File: config.mk
export PLATFORM = sky130hd
export DESIGN_NAME = mux16_rr_scheduler_flat
export DESIGN_NICKNAME = d
export VERILOG_FILES = /design/src/rtl/mux16_rr_scheduler_if.sv /design/src/rtl/mux16_rr_scheduler.sv /design/src/flat_wrapper.sv
export SDC_FILE = /design/constraint.sdc
export NUM_CORES = 1
export LEC_CHECK = 0
export ABC_CLOCK_PERIOD_IN_PS = 9200
export CORE_ASPECT_RATIO = 1.4
export CORE_MARGIN = 10
export CORE_UTILIZATION = 30
export DETAILED_ROUTE_END_ITERATION = 12
export PLACE_DENSITY = 0.56
export SKIP_CTS_REPAIR_TIMING = 1
export SLEW_MARGIN = 20
export SYNTH_ARGS = -nofsm -noshare
export SYNTH_HDL_FRONTEND = slang
export SYNTH_SLANG_ARGS = --single-unit
File: constraint.sdc
create_clock -name clk -period 9.2 [get_ports clk]
set_clock_uncertainty 0.2 [all_clocks]
set_input_delay 1.38 -clock clk [delete_from_list [all_inputs] [get_ports clk]]
set_output_delay 1.38 -clock clk [all_outputs]
set_load 0.1 [all_outputs]
File: src/rtl/mux16_rr_scheduler_if.sv
// mux16_rr_scheduler_if: lane requests, mux select/feedback and downstream valid/ready bundle
interface mux16_rr_scheduler_if #(parameter int LANES = 16, parameter int WIDTH = 16, parameter int SEL_W = 4);
    logic [LANES-1:0] req;
    logic [SEL_W-1:0] sel;
    logic [WIDTH-1:0] mux_out;
    logic [LANES-1:0] grant;
    logic [WIDTH-1:0] out_data;
    logic             out_valid;
    logic             out_ready;
    logic             busy;
    modport master(output req, mux_out, out_ready, input sel, grant, out_data, out_valid, busy);
    modport slave(input req, mux_out, out_ready, output sel, grant, out_data, out_valid, busy);
endinterface

File: src/rtl/mux16_rr_scheduler.sv
// mux16_rr_scheduler: round-robin sharing of one external mux_16 among 16 lanes,
// capturing the selected word and presenting it on a valid/ready handshake.
module mux16_rr_scheduler #(parameter int LANES = 16, parameter int WIDTH = 16, parameter int SEL_W = 4) (
    input logic                  clk,
    input logic                  rst_n,
    mux16_rr_scheduler_if.slave  bus
);
    localparam logic [1:0] IDLE = 2'd0, SELECT = 2'd1, HOLD = 2'd2;
    logic [1:0]       state;
    logic [SEL_W-1:0] ptr;
    logic [SEL_W-1:0] idx;
    // scan from the farthest offset back to ptr so the nearest requester wins
    always_comb begin
        idx = ptr;
        for (int i = LANES - 1; i >= 0; i--)
            if (bus.req[ptr + SEL_W'(i)]) idx = ptr + SEL_W'(i);
    end
    always_ff @(posedge clk or negedge rst_n) begin
        if (!rst_n) begin
            state         <= IDLE;
            ptr           <= '0;
            bus.sel       <= '0;
            bus.grant     <= '0;
            bus.out_data  <= WIDTH'(0);
            bus.out_valid <= 1'b0;
        end else begin
            bus.grant <= '0;
            case (state)
                IDLE: if (|bus.req) begin
                    bus.sel <= idx;
                    state   <= SELECT;
                end
                SELECT: begin
                    bus.out_data  <= bus.mux_out;
                    bus.out_valid <= 1'b1;
                    bus.grant     <= LANES'(1) << bus.sel;
                    state         <= HOLD;
                end
                HOLD: if (bus.out_valid && bus.out_ready) begin
                    bus.out_valid <= 1'b0;
                    ptr           <= bus.sel + SEL_W'(1);
                    state         <= IDLE;
                end
                default: state <= IDLE;
            endcase
        end
    end
    assign bus.busy = state != IDLE;
endmodule

File: src/flat_wrapper.sv
// flat-port wrapper written by rule: the top's interface ports become plain ports
module mux16_rr_scheduler_flat 
#(parameter int LANES = 16, parameter int WIDTH = 16, parameter int SEL_W = 4)
  (clk, rst_n, bus_req, bus_mux_out, bus_out_ready, bus_sel, bus_grant, bus_out_data, bus_out_valid, bus_busy);
  mux16_rr_scheduler_if #(.LANES(LANES), .WIDTH(WIDTH), .SEL_W(SEL_W)) bus_i ();
  input logic clk;
  input logic rst_n;
  input wire logic [$bits(bus_i.req)-1:0] bus_req;
  input wire logic [$bits(bus_i.mux_out)-1:0] bus_mux_out;
  input wire logic [$bits(bus_i.out_ready)-1:0] bus_out_ready;
  output wire logic [$bits(bus_i.sel)-1:0] bus_sel;
  output wire logic [$bits(bus_i.grant)-1:0] bus_grant;
  output wire logic [$bits(bus_i.out_data)-1:0] bus_out_data;
  output wire logic [$bits(bus_i.out_valid)-1:0] bus_out_valid;
  output wire logic [$bits(bus_i.busy)-1:0] bus_busy;
  assign bus_i.req = bus_req;
  assign bus_i.mux_out = bus_mux_out;
  assign bus_i.out_ready = bus_out_ready;
  assign bus_sel = bus_i.sel;
  assign bus_grant = bus_i.grant;
  assign bus_out_data = bus_i.out_data;
  assign bus_out_valid = bus_i.out_valid;
  assign bus_busy = bus_i.busy;
  mux16_rr_scheduler #(.LANES(LANES), .WIDTH(WIDTH), .SEL_W(SEL_W)) u_core (.clk(clk), .rst_n(rst_n), .bus(bus_i));
endmodule
==> results.py, run 1 <==
metrics = {
    "outcome": {
        "status": "finished, final reports clean",
    },
    "sta": {
        "final.min_clock_period_ps": 4080,
        "drv_slew": 0,
        "hold_viol": 0,
        "holdWs_ps": 271,
        "tns_ps": 0,
        "setup_viol": 0,
        "slew_headroom_pct": 31.9,
        "rsz0062_at_grt": "false",
        "finalCritPeriodShare_pct": 44.3,
        "max_freq_mhz": 245,
        "worst_slack_ps": 5120,
        "worst_pin_slew_ps": 1020,
    },
    "synth": {
        "syn_avg_cell_area_um2": 10.2,
        "yosysSeqAreaShare_pct": 26.3,
        "synthFlopType": "dfrtp_1",
        "yosys-top-cells-area": "dfrtp_1 26%, mux4_2 12%, nand2_1 7.0%, mux2i_1 5.1%, mux2_2 5.0%",
        "synth_nets": 450,
        "synth_top_area_cell": "dfrtp_1",
        "ys_seq_elements": 43,
        "synth_warnings": 0,
        "synth_enable_flop_cells": 0,
        "synth_top_area_share_pct": 26.3,
        "netlist_area_mm2": 0.00409,
        "ys_types": 66,
        "syn-instance-count": 402,
        "async_flop_share_pct": 100,
    },
    "clock_network": {
        "cts-root-buf": "clkbuf_16",
        "cts_inserted_buffers": 5,
        "cts_tree": "done",
        "cts_max_path_buffers": 2,
        "htree_levels": 2,
        "cts.sinks": 43,
        "clk_pin_slew_ps": 60,
        "clock_latency_ps": 290,
    },
    "setup_path": {
        "crit_arrival_ps": 4040,
        "path_class": "register to register",
        "start_kind": "register",
        "cp_max_fo": 19,
        "required_ps": 9160,
        "worstSetupEndpointType": "register",
        "path_cells": "buf_4, inv_1, ha_1, xor2_2, mux4_2, mux2i_2, o41ai_2, a211o_1, o21ai_1, a31oi_1",
        "cpPeakStageDelay_ps": 620,
        "slowest_stage": "mux4_2",
    },
    "die": {
        "die_y_um": 158,
        "io_pins": 73,
        "rows": 50,
        "die_x_um": 119,
        "coreArea_mm2": 0.0134,
        "die-area_mm2": 0.0188,
        "initial_core_util_pct": 30.5,
    },
    "route": {
        "drt_wl_total_um": 12300,
        "ant_nets": 0,
        "wl_per_cell_um": 19.0,
        "drc_errors": 0,
        "first_iter_violations": 250,
        "vias": 3527,
        "first_pass_iters": 4,
        "vias_per_cell": 5.44,
    },
    "cells_and_area": {
        "drive_above_1_share_pct": 16.3,
        "final_area_mm2": 0.00502,
        "final_common_cell": "nand2_1",
        "final_cell_mix": "76 x nand2_1, 71 x clkdlybuf4s50_1, 42 x dfrtp_1",
        "antennaDiodeCount": 0,
        "fin_nets": 513,
        "fill_cells": 1381,
        "syn_to_final_growth_pct": 22.8,
    },
    "global_routing": {
        "grt_pass1_wl_um": 19900,
        "grt_pass1_vias": 3568,
        "grt_max_degree": 44,
        "track_usage_pct": 13.0,
        "overflow": 0,
        "antenna_found_initial": 0,
    },
    "place": {
        "port_buffers": 72,
        "hpwl_um": 9700,
        "placed_area_mm2": 0.00487,
        "gp_congestion": 0.951,
        "dp_worst_setup_slack_ps": 4890,
    },
    "flow_run": {
        "cap_viol_max_count": 0,
    },
    "worst_hold_path": {
        "hold_class": "register to register",
    },
}
## logic make-up after synthesis
group	after synthesis	share of synthesized area, %
xor gates and xnor gates	14	3.55
adders and majority gates	13	3.98
DFF	43	26.3
and+or+nand+nor	137	15.6
AOI/OAI and AO/OA	83	14.3
buffers and inverters	32	5.82
muxes	80	30.4
## through the flow
stage	util [%]	instances
floorplan	-	402
global placement	36.4	640
detailed placement	36.4	640
CTS	37.5	648
global route	37.5	648
finish	37.5	648
## flip-flops by register name (all words and copies together), names as in the netlist
register	count
u_core.ptr	4
u_core.bus.out_valid	1
u_core.state	2
u_core.bus.out_data	16
u_core.bus.grant	16
u_core.bus.sel	4
## Yosys cell counts (all sizes together) (11+ instances only)
| library cell | count |
|---|---|
| ha | 13 |
| a21oi | 16 |
| mux2i | 24 |
| dfrtp | 43 |
| mux2 | 30 |
| inv | 11 |
| o21ai | 14 |
| mux4 | 26 |
| and3 | 11 |
| clkbuf | 11 |
| nand2 | 76 |
| nor2 | 11 |
## critical path: cells and delay by family, from the launching register on
family | cells | cell delay, ps
AOI/OAI and AO/OA | 4 | 670
muxes | 2 | 1040
xor gates and xnor gates | 1 | 430
DFF | 1 | 360
adders and majority gates | 1 | 450
buffers and inverters | 2 | 790
## routing by layer
metal  vias up  GRT usage, %  part of all wire [%]
met3        27          2.67                   7.0
met5         -             0                     0
met2       164          23.0                    50
li1       1638             -                     -
met1      1698          14.8                    39
met4         0          5.42                   3.8
## cell type report
type,instances,area [um2],share of cell area [%]
multi-input combinational,327,2770,55.3
sequential,43,1080,21.5
timing repair buffer,76,746,14.9
tap,182,228,4.54
clock buffer,5,125,2.49
inverter,12,45.0,0.898
clock inverter,3,23.8,0.474
## final timing paths
| kind | from | endpoint | slack, ps | cells past startpoint |
|---|---|---|---|---|
| setup / recovery | u_core.ptr[1] | u_core.bus.sel[1] | 5120 | 10 |
| hold / removal | u_core.bus.out_data[8] | u_core.bus.out_data[8] | 270 | 2 |
| setup reg to reg | u_core.ptr[1] | u_core.bus.sel[1] | 5120 | 10 |
| hold reg to reg | u_core.bus.out_data[8] | u_core.bus.out_data[8] | 270 | 2 |
| max in group asynchronous | rst_n | u_core.ptr[0] | 7120 | 1 |
| min in group asynchronous | rst_n | u_core.bus.out_data[12] | 1040 | 1 |
Power of run 1 is not shown: default switching activity piles up to over one toggle a cycle in this logic, so the estimate is an artifact.
==> run 2: changes to the inputs <==
- ABC_CLOCK_PERIOD_IN_PS: 9200 -> 3400
- PLACE_DENSITY: 0.56 -> 0.58
- clock period: 9.2 -> 3.4 ns (I/O delays scaled with it)
==> results.py, run 2 (synthesis results as in run 1) <==
metrics = {
    "outcome": {
        "status": "finished, final reports clean",
    },
    "global_routing": {
        "antenna_found_initial": 0,
        "grt_pass1_wl_um": 20400,
        "track_usage_pct": 13.4,
        "grt_pass1_vias": 3739,
        "overflow": 0,
        "grt_max_degree": 44,
    },
    "sta": {
        "drv_slew": 0,
        "rsz0062_at_grt": "false",
        "setup_viol": 0,
        "final.min_clock_period_ps": 3220,
        "max_freq_mhz": 311,
        "slew_headroom_pct": 37.2,
        "worst_pin_slew_ps": 942,
        "hold_viol": 0,
        "holdWs_ps": 167,
        "finalCritPeriodShare_pct": 94.6,
    },
    "setup_path": {
        "required_ps": 3370,
        "worstReg2RegEnd": "u_core.bus.sel[1]",
        "reg2reg_slack_ps": 180,
        "path_class": "register to register",
        "rr_startpoint": "u_core.ptr[1]",
        "worstSetupEndpointType": "register",
        "rr_worst_depth": 9,
        "start_kind": "register",
        "crit_arrival_ps": 3180,
        "cp_max_fo": 5,
    },
    "route": {
        "vias_per_cell": 5.39,
        "wl_per_cell_um": 18.9,
        "drt_wl_total_um": 12700,
        "first_iter_violations": 312,
        "first_pass_iters": 4,
        "ant_nets": 0,
        "vias": 3620,
        "drc_errors": 0,
    },
    "cells_and_area": {
        "final_cell_mix": "76 x nand2_1, 65 x buf_4, 42 x dfrtp_1",
        "antennaDiodeCount": 0,
        "syn_to_final_growth_pct": 25.7,
        "reg_top3": "u_core.bus.grant: 16 flops, u_core.bus.out_data: 16 flops",
        "final_area_mm2": 0.00514,
        "fill_cells": 1383,
        "fin_nets": 537,
        "final_common_cell": "nand2_1",
        "final_cells": 672,
        "drive_above_1_share_pct": 28.4,
        "fin_util_pct": 38.4,
    },
    "place": {
        "hpwl_um": 10000,
        "port_buffers": 72,
        "gp_congestion": 0.929,
        "placed_area_mm2": 0.00494,
        "dp.cells": 661,
    },
    "die": {
        "die_y_um": 158,
        "die_x_um": 119,
        "rows": 50,
        "die-area_mm2": 0.0188,
        "initial_core_util_pct": 30.5,
        "coreArea_mm2": 0.0134,
        "io_pins": 73,
    },
    "clock_network": {
        "clock_latency_ps": 290,
        "clk_pin_slew_ps": 60,
        "cts_max_path_buffers": 2,
        "htree_levels": 2,
        "cts-root-buf": "clkbuf_16",
        "cts_inserted_buffers": 5,
        "cts.sinks": 43,
        "cts_tree": "done",
    },
    "flow_run": {
        "cap_viol_max_count": 0,
    },
    "worst_hold_path": {
        "hold_class": "primary input to asynchronous set/reset pin",
    },
}
==> run 2: cell types whose count changed in the layout (fill, tap and decap cells not counted), sizes merged <==
cell | previous run | this run
clkdlybuf4s50 | 71 | 33
buf | 5 | 67
==> run 2: final cells by class <==
type / count / area [um2] / share of cell area [%]
Sequential cell: 43 / 1080 / 21.0
Timing Repair Buffer: 100 / 843 / 16.4
Clock buffer: 5 / 125 / 2.44
Inverter: 12 / 45.0 / 0.877
Multi-Input combinational cell: 327 / 2790 / 54.4
Clock inverter: 3 / 23.8 / 0.463
Tap cell: 182 / 228 / 4.43
==> run 2: through the flow <==
step / setup WS [ps] / setup TNS [ps]
after floorplan: 118 / 0
after global placement: -13.8 / -13.8
after detailed placement: -1.09 / -1.09
after CTS: 96.1 / 0
after global routing: 7.10 / 0
final: 183 / 0
==> run 2: metal layers <==
layer	global-route usage (%)	wire length [um]
met3	2.64	733
met5	0	0
met2	23.2	6120
met4	6.53	569
met1	15.4	5260
==> run 2: worst max-delay path by stage <==
stage / end / start
after floorplan: u_core.bus.sel[2] / u_core.ptr[1]
after global placement: u_core.bus.sel[2] / bus_req[11]
after detailed placement: u_core.bus.sel[2] / bus_req[11]
after CTS: u_core.bus.sel[2] / u_core.ptr[1]
after global routing: u_core.bus.sel[1] / u_core.ptr[1]
final: u_core.bus.sel[1] / u_core.ptr[1]
==> run 2: worst max-delay path, cell delays in order, from the launching register on <==
cell and delay, ps:
dfrtp_1 450, ha_1 260, buf_4 180, xnor2_1 420, mux4_2 650, mux2_2 350, o31ai_1 210, a211oi_1 110
a211oi_1 230, a31oi_1 60
Power of run 2 is left out for the same reason.
